===== src/rtl/flagi_pkg.sv =====
// Shared definitions for the status-flag register and its save stack.
// Flag bit positions follow the legacy status register layout.
package flagi_pkg;

    localparam int NUM_FLAGS_DEF = 5;

    localparam int FLAG_C  = 0;
    localparam int FLAG_OV = 1;
    localparam int FLAG_P  = 2;
    localparam int FLAG_Z  = 3;
    localparam int FLAG_S  = 4;

    typedef logic [NUM_FLAGS_DEF-1:0] flags_t;

    // Width of a fill counter that must represent 0..depth inclusive.
    function automatic int lvl_width(input int depth);
        return $clog2(depth + 1);
    endfunction

endpackage


===== src/rtl/flag_lifo.sv =====
// Small LIFO holding saved flag words for interrupt entry/return.
// Supports push, pop and same-cycle exchange. Illegal requests
// (push when full without pop, pop when empty) leave the stack untouched
// and are reported through err_evt for the owner to latch.
module flag_lifo
    import flagi_pkg::*;
#(
    parameter  int WIDTH = NUM_FLAGS_DEF,
    parameter  int DEPTH = 4,
    localparam int LVL_W = lvl_width(DEPTH),
    localparam int IDX_W = (DEPTH > 1) ? $clog2(DEPTH) : 1
) (
    input  logic             clk,
    input  logic             rst_n,
    input  logic             push,
    input  logic             pop,
    input  logic [WIDTH-1:0] wr_data,
    output logic [WIDTH-1:0] rd_data,
    output logic             pop_ok,
    output logic             err_evt,
    output logic [LVL_W-1:0] level,
    output logic             full,
    output logic             empty
);

    logic [WIDTH-1:0] mem_r [DEPTH];
    logic [LVL_W-1:0] level_r;

    logic             full_s;
    logic             empty_s;
    logic             do_push_s;
    logic             do_pop_s;
    logic             do_xchg_s;
    logic [IDX_W-1:0] top_idx_s;
    logic [IDX_W-1:0] wr_idx_s;

    // Decode the request against the current fill level.
    always_comb begin
        full_s    = (level_r == LVL_W'(DEPTH));
        empty_s   = (level_r == {LVL_W{1'b0}});
        do_push_s = push & ~pop & ~full_s;
        do_pop_s  = pop & ~push & ~empty_s;
        do_xchg_s = push & pop & ~empty_s;
        err_evt   = (push & ~pop & full_s) | (pop & empty_s);
        if (empty_s) begin
            top_idx_s = {IDX_W{1'b0}};
        end else begin
            top_idx_s = IDX_W'(level_r - LVL_W'(1));
        end
        if (do_xchg_s) begin
            wr_idx_s = top_idx_s;
        end else begin
            wr_idx_s = IDX_W'(level_r);
        end
    end

    // Storage write: new entry on push, overwrite top on exchange.
    always_ff @(posedge clk) begin
        if (do_push_s || do_xchg_s) begin
            mem_r[wr_idx_s] <= wr_data;
        end
    end

    // Fill level; exchange and illegal requests leave it unchanged.
    always_ff @(posedge clk or negedge rst_n) begin
        if (!rst_n) begin
            level_r <= {LVL_W{1'b0}};
        end else if (do_push_s) begin
            level_r <= level_r + LVL_W'(1);
        end else if (do_pop_s) begin
            level_r <= level_r - LVL_W'(1);
        end else begin
            level_r <= level_r;
        end
    end

    assign rd_data = mem_r[top_idx_s];
    assign pop_ok  = do_pop_s | do_xchg_s;
    assign level   = level_r;
    assign full    = full_s;
    assign empty   = empty_s;

endmodule


===== src/rtl/flag_reg_stack.sv =====
// Processor status-flag register with per-flag ALU update enables,
// set/clear masks, whole-word load and a hardware save stack.
// Priority per cycle: valid pop > load > clear > set > ALU update > hold.
module flag_reg_stack
    import flagi_pkg::*;
#(
    parameter  int NUM_FLAGS   = NUM_FLAGS_DEF,
    parameter  int STACK_DEPTH = 4,
    localparam int LVL_W       = lvl_width(STACK_DEPTH)
) (
    input  logic                 clk,
    input  logic                 rst,
    input  logic [NUM_FLAGS-1:0] upd_en,
    input  logic [NUM_FLAGS-1:0] flags_in,
    input  logic [NUM_FLAGS-1:0] set_mask,
    input  logic [NUM_FLAGS-1:0] clr_mask,
    input  logic                 load_en,
    input  logic [NUM_FLAGS-1:0] load_val,
    input  logic                 push,
    input  logic                 pop,
    input  logic                 err_clr,
    output logic [NUM_FLAGS-1:0] flags_out,
    output logic [LVL_W-1:0]     stack_level,
    output logic                 stack_empty,
    output logic                 stack_full,
    output logic                 stack_err
);

    logic [NUM_FLAGS-1:0] flags_r;
    logic [NUM_FLAGS-1:0] flags_nxt_s;
    logic [NUM_FLAGS-1:0] top_s;
    logic                 pop_ok_s;
    logic                 err_evt_s;
    logic                 err_r;
    logic                 err_nxt_s;

    // The stack always saves the flag word as it was before this edge.
    flag_lifo #(
        .WIDTH (NUM_FLAGS),
        .DEPTH (STACK_DEPTH)
    ) u_lifo (
        .clk     (clk),
        .rst_n   (rst),
        .push    (push),
        .pop     (pop),
        .wr_data (flags_r),
        .rd_data (top_s),
        .pop_ok  (pop_ok_s),
        .err_evt (err_evt_s),
        .level   (stack_level),
        .full    (stack_full),
        .empty   (stack_empty)
    );

    // Flag-word priority mux; within the masks, clear beats set beats ALU.
    always_comb begin
        flags_nxt_s = flags_r;
        if (pop_ok_s) begin
            flags_nxt_s = top_s;
        end else if (load_en) begin
            flags_nxt_s = load_val;
        end else begin
            flags_nxt_s = (((flags_r & ~upd_en) | (flags_in & upd_en)) | set_mask)
                          & ~clr_mask;
        end
    end

    // Sticky error: a new error in the same cycle overrides err_clr.
    always_comb begin
        err_nxt_s = err_r;
        if (err_evt_s) begin
            err_nxt_s = 1'b1;
        end else if (err_clr) begin
            err_nxt_s = 1'b0;
        end else begin
            err_nxt_s = err_r;
        end
    end

    // Flag and error registers.
    always_ff @(posedge clk or negedge rst) begin
        if (!rst) begin
            flags_r <= {NUM_FLAGS{1'b0}};
            err_r   <= 1'b0;
        end else begin
            flags_r <= flags_nxt_s;
            err_r   <= err_nxt_s;
        end
    end

    assign flags_out = flags_r;
    assign stack_err = err_r;

endmodule


===== config.mk =====
export PLATFORM = sky130hd
export DESIGN_NAME = flag_reg_stack
export DESIGN_NICKNAME = d
export VERILOG_FILES = /design/src/rtl/flagi_pkg.sv /design/src/rtl/flag_lifo.sv /design/src/rtl/flag_reg_stack.sv
export SDC_FILE = /design/constraint.sdc
export NUM_CORES = 1
export LEC_CHECK = 0
export BUFFER_PORTS_ARGS = -buffer_cell sky130_fd_sc_hd__clkbuf_2
export CAP_MARGIN = 20
export CELL_PAD_IN_SITES_DETAIL_PLACEMENT = 0
export CELL_PAD_IN_SITES_GLOBAL_PLACEMENT = 2
export CORE_AREA = 2 2 54 93
export DETAILED_ROUTE_END_ITERATION = 10
export DIE_AREA = 0 0 56 95
export PLACE_DENSITY = 0.85
export SKIP_CTS_REPAIR_TIMING = 1
export SYNTH_ARGS = -nofsm -noshare
export SYNTH_HDL_FRONTEND = slang
export SYNTH_SLANG_ARGS = --single-unit
export TNS_END_PERCENT = 100

===== constraint.sdc =====
create_clock -name clk -period 2.7 [get_ports clk]
set_input_delay 0.135 -clock clk [delete_from_list [all_inputs] [get_ports clk]]
set_output_delay 0.135 -clock clk [all_outputs]
set_load 0.005 [all_outputs]

==> run summary <==
The flow ran to the end, and the final reports show no timing, DRC or antenna violations. The power after layout was 2.12 mW. The min-delay analysis places its worst path in the category input pin to register.

For the net switching power, the log shows 0.718 mW. The transition time of the tightest slew-check pin was 566 ps; the final worst-path cycle share was 80.9%. The die is 56 µm wide.

The routed layout has 1104 vias. Measured along the y axis, the die boundary spans 95 µm. In this run the static leakage power is 0.765 nW. The tools report the critical path capture point type as a register. The count of buffer and inverter cells on the critical path came out at 1. In this run the tightest slew margin relative to its limit is 61.2%. The via count of the first global-routing pass was 1061; the number of sinks driven by the clock tree was 29. The most common cell after layout, fill and taps aside was sky130_fd_sc_hd__clkbuf_2. The synthesized flop and latch total came out at 29. Before CTS, the worst setup slack after placement is 598 ps. The post-layout minimum cycle time works out to 2180 ps.

The initialized floorplan defines 33 standard-cell rows. The cell internal power dissipation is 1.40 mW. Yosys mapped a number of flops with a built-in enable equal to 20.

The clock tree synthesis step divided the H-tree into 2 levels. The tools report the violation count after the first detailed-route iteration as 23. The cell type group with the largest total delay on the critical path is simple AND/OR/NAND/NOR gates. Setup repair after global routing left no endpoint under its margin.

The global-route congestion overflow total is 0, and the overall routed net length is 3.28 mm. The post-synthesis net count came out at 147. The tools report the number of antenna violations at the first check in global routing as 0. Across the VDD grid, the largest voltage drop is 530 µV. Once detailed placement completed, the half-perimeter wirelength came to 2.52 mm. For this run, asynchronously set or reset flops after synthesis account for 31.0%. Power spread over the standard cell area amounts to 1160 nW/µm².

For flop-to-flop paths, the worst setup slack is 520 ps. Clock tree root driver cell: sky130_fd_sc_hd__clkbuf_8. The tools report the distinct cell type count of the synthesized netlist as 26. The tools report the count of boundary I/O pins as 42.

The number of antenna diodes in the final layout is 0. Of the total power, registers draw 37.2%. Relative to the synthesized area, the layout overhead comes to 29.6%. The tools report the number of fillers in the final layout as 467.

After detailed routing, the number of vias per cell comes to 5.18. After routing, the total negative slack on setup checks comes to 0 ps. The sequential-to-total area share from yosys stat was 58.6%; the cell area reported after detailed placement was 1680 µm².

The run gives 515 ps as the smallest setup slack after layout. Net switching is 33.8% of the power. The clock passes through at most 2 buffers. The first-pass iteration count of the detailed router came out at 4.

Clock transition time at the flip-flop clock pins of the worst setup and hold paths: 60 ps. The run gives 0 as the final count of hold timing violations. The total stage count of the critical path is 6. The data arrival time of the critical path is 2110 ps, and the worst stage delay on the critical path is 460 ps. The critical path starts at u_lifo.level[1].

Of all nets on the critical path, the largest fanout is 7. Yosys printed 0 warnings. The count of input and output buffers was 41.

Cells with a size suffix above 1 make up 39.8% of the layout. Summing all non-filler instances in the final layout gives an area of 1830 µm². The cell count after synthesis came out at 112. The first global-routing pass estimated 5.22 mm of wire. The classification of the worst setup path is register to register. The logs give 0 for the final antenna-violating net count and 0 for the remaining design rule violation count. Leaving out fill and tap cells, the most frequent cells in the layout are sky130_fd_sc_hd__clkbuf_2 (41), sky130_fd_sc_hd__edfxtp_1 (20), sky130_fd_sc_hd__a21oi_1 (12), sky130_fd_sc_hd__dfrtp_1 (9).

At the end of routability-driven placement, the weighted congestion stood at 0.850. The worst setup path is launched from a register. Startpoint of the most critical register-to-register path: u_lifo.level[1].

A synthesized cell averages 12.6 µm². Data on the critical path is required at its endpoint by 2620 ps. TritonCTS built the clock tree.

The full die area was 5320 µm². The capture instance of the worst register-to-register path is u_lifo.mem_r[1][2]. Flip-flop cell with the highest count after synthesis: sky130_fd_sc_hd__edfxtp_1. Setup violations remaining at the end of the flow were counted as 0. The number of buffers inserted during clock tree synthesis is 5.

The tools report the highest clock rate as 458 MHz. Global routing used 13.2% of the available tracks across all layers. Walking the worst path, the cells encountered are inv_1, ha_1, and2_4, nor3b_4, nand2_1, mux2i_1. The logs give 37.5% for the combinational cell fraction of total power and 0 for the count of final max-slew check failures. In the final routed layout, each cell accounts on average for 15.4 µm.

Largest net degree at the start of global routing: 23. The clock power share was 25.3%; the reported max-cap violation count was 0. The clock insertion delay at the later pin of the skew report came out at 290 ps.

The critical path ends at u_lifo.mem_r[1][2]. The final layout contains 195 nets. The number of cells traversed by the worst register-to-register path is 6. Cell with the largest stage delay on the worst path: sky130_fd_sc_hd__mux2i_1. The initial core utilization was 30.5%; the area of the core was 4620 µm². The tools report the netlist area before placement as 1410 µm².

The tools report the worst-case clock skew as 3.57 ps.
==> Yosys cell counts (all sizes together), types with 5 or more instances <==
library cell	number	area (µm²)
a211oi	5	37.5
a21oi	12	60.1
a22oi	5	37.5
a2bb2oi	5	43.8
buf	5	26.3
dfrtp	9	225
edfxtp	20	601
mux2	6	67.6
mux2i	5	50.1
nor2	8	35.0
nor2b	6	37.5
o21ai	5	25.0
==> cells by family after synthesis <==
group	share of synthesized area, %
AOI/OAI and AO/OA	16.7
xor gates and xnor gates	0.621
adders and majority gates	3.55
buffers and inverters	2.93
DFF	58.6
muxes	8.34
and+or+nand+nor	9.32
==> metal layers <==
layer  vias up  part of all wire (%)  GRT usage [%]
met5         -                     0              0
met4         0                   3.5           8.53
met3         9                   4.6           3.29
met2        37                    57           23.3
met1       540                    35           13.7
li1        518                     -              -
==> through the flow <==
| step | util (%) | instances | hold WS [ps] |
|---|---|---|---|
| floorplan | - | 112 | -161 |
| global placement | 36.4 | 204 | 4.89 |
| detailed placement | 36.4 | 204 | 13.3 |
| CTS | 39.3 | 212 | -295 |
| global route | 39.5 | 213 | 47.0 |
| finish | 39.5 | 213 | 40.0 |
==> power groups by stage <==
stage | logic (mW) | registers (mW) | clock network, mW
finish | 0.797 | 0.789 | 0.537
global route | 0.894 | 0.811 | 0.568
CTS | 0.805 | 0.790 | 0.544
detailed placement | 0.796 | 0.799 | 0
global placement | 0.789 | 0.789 | 0
floorplan | 0.534 | 0.776 | 0
==> sequential cells by signal (all words and copies together) (netlist names) <==
register,cells
u_lifo.mem_r,20
u_lifo.level,3
flags_out,5
stack_err,1
==> how the worst min path moves through the flow <==
stage                 endpoint  slack, ps  cells after the start    start
4_1_cts        u_lifo.level[0]       -290                      1      rst
5_1_grt              stack_err         50                      2  err_clr
3_5_place_dp   u_lifo.level[0]         10                      1      rst
2_1_floorplan     flags_out[0]       -160                      0      rst
3_3_place_gp   u_lifo.level[1]          5                      1      rst
6_report             stack_err         40                      2  err_clr
==> layout make-up <==
cell class / count / area (µm²) / share of cell area [%]
Sequential cell: 29 / 826 / 45.2
Multi-Input combinational cell: 74 / 543 / 29.7
Timing Repair Buffer: 46 / 245 / 13.4
Clock buffer: 5 / 68.8 / 3.76
Clock inverter: 3 / 65.1 / 3.56
Tap cell: 52 / 65.1 / 3.56
Inverter: 4 / 15.0 / 0.821
(Power assumes the default switching activity.)
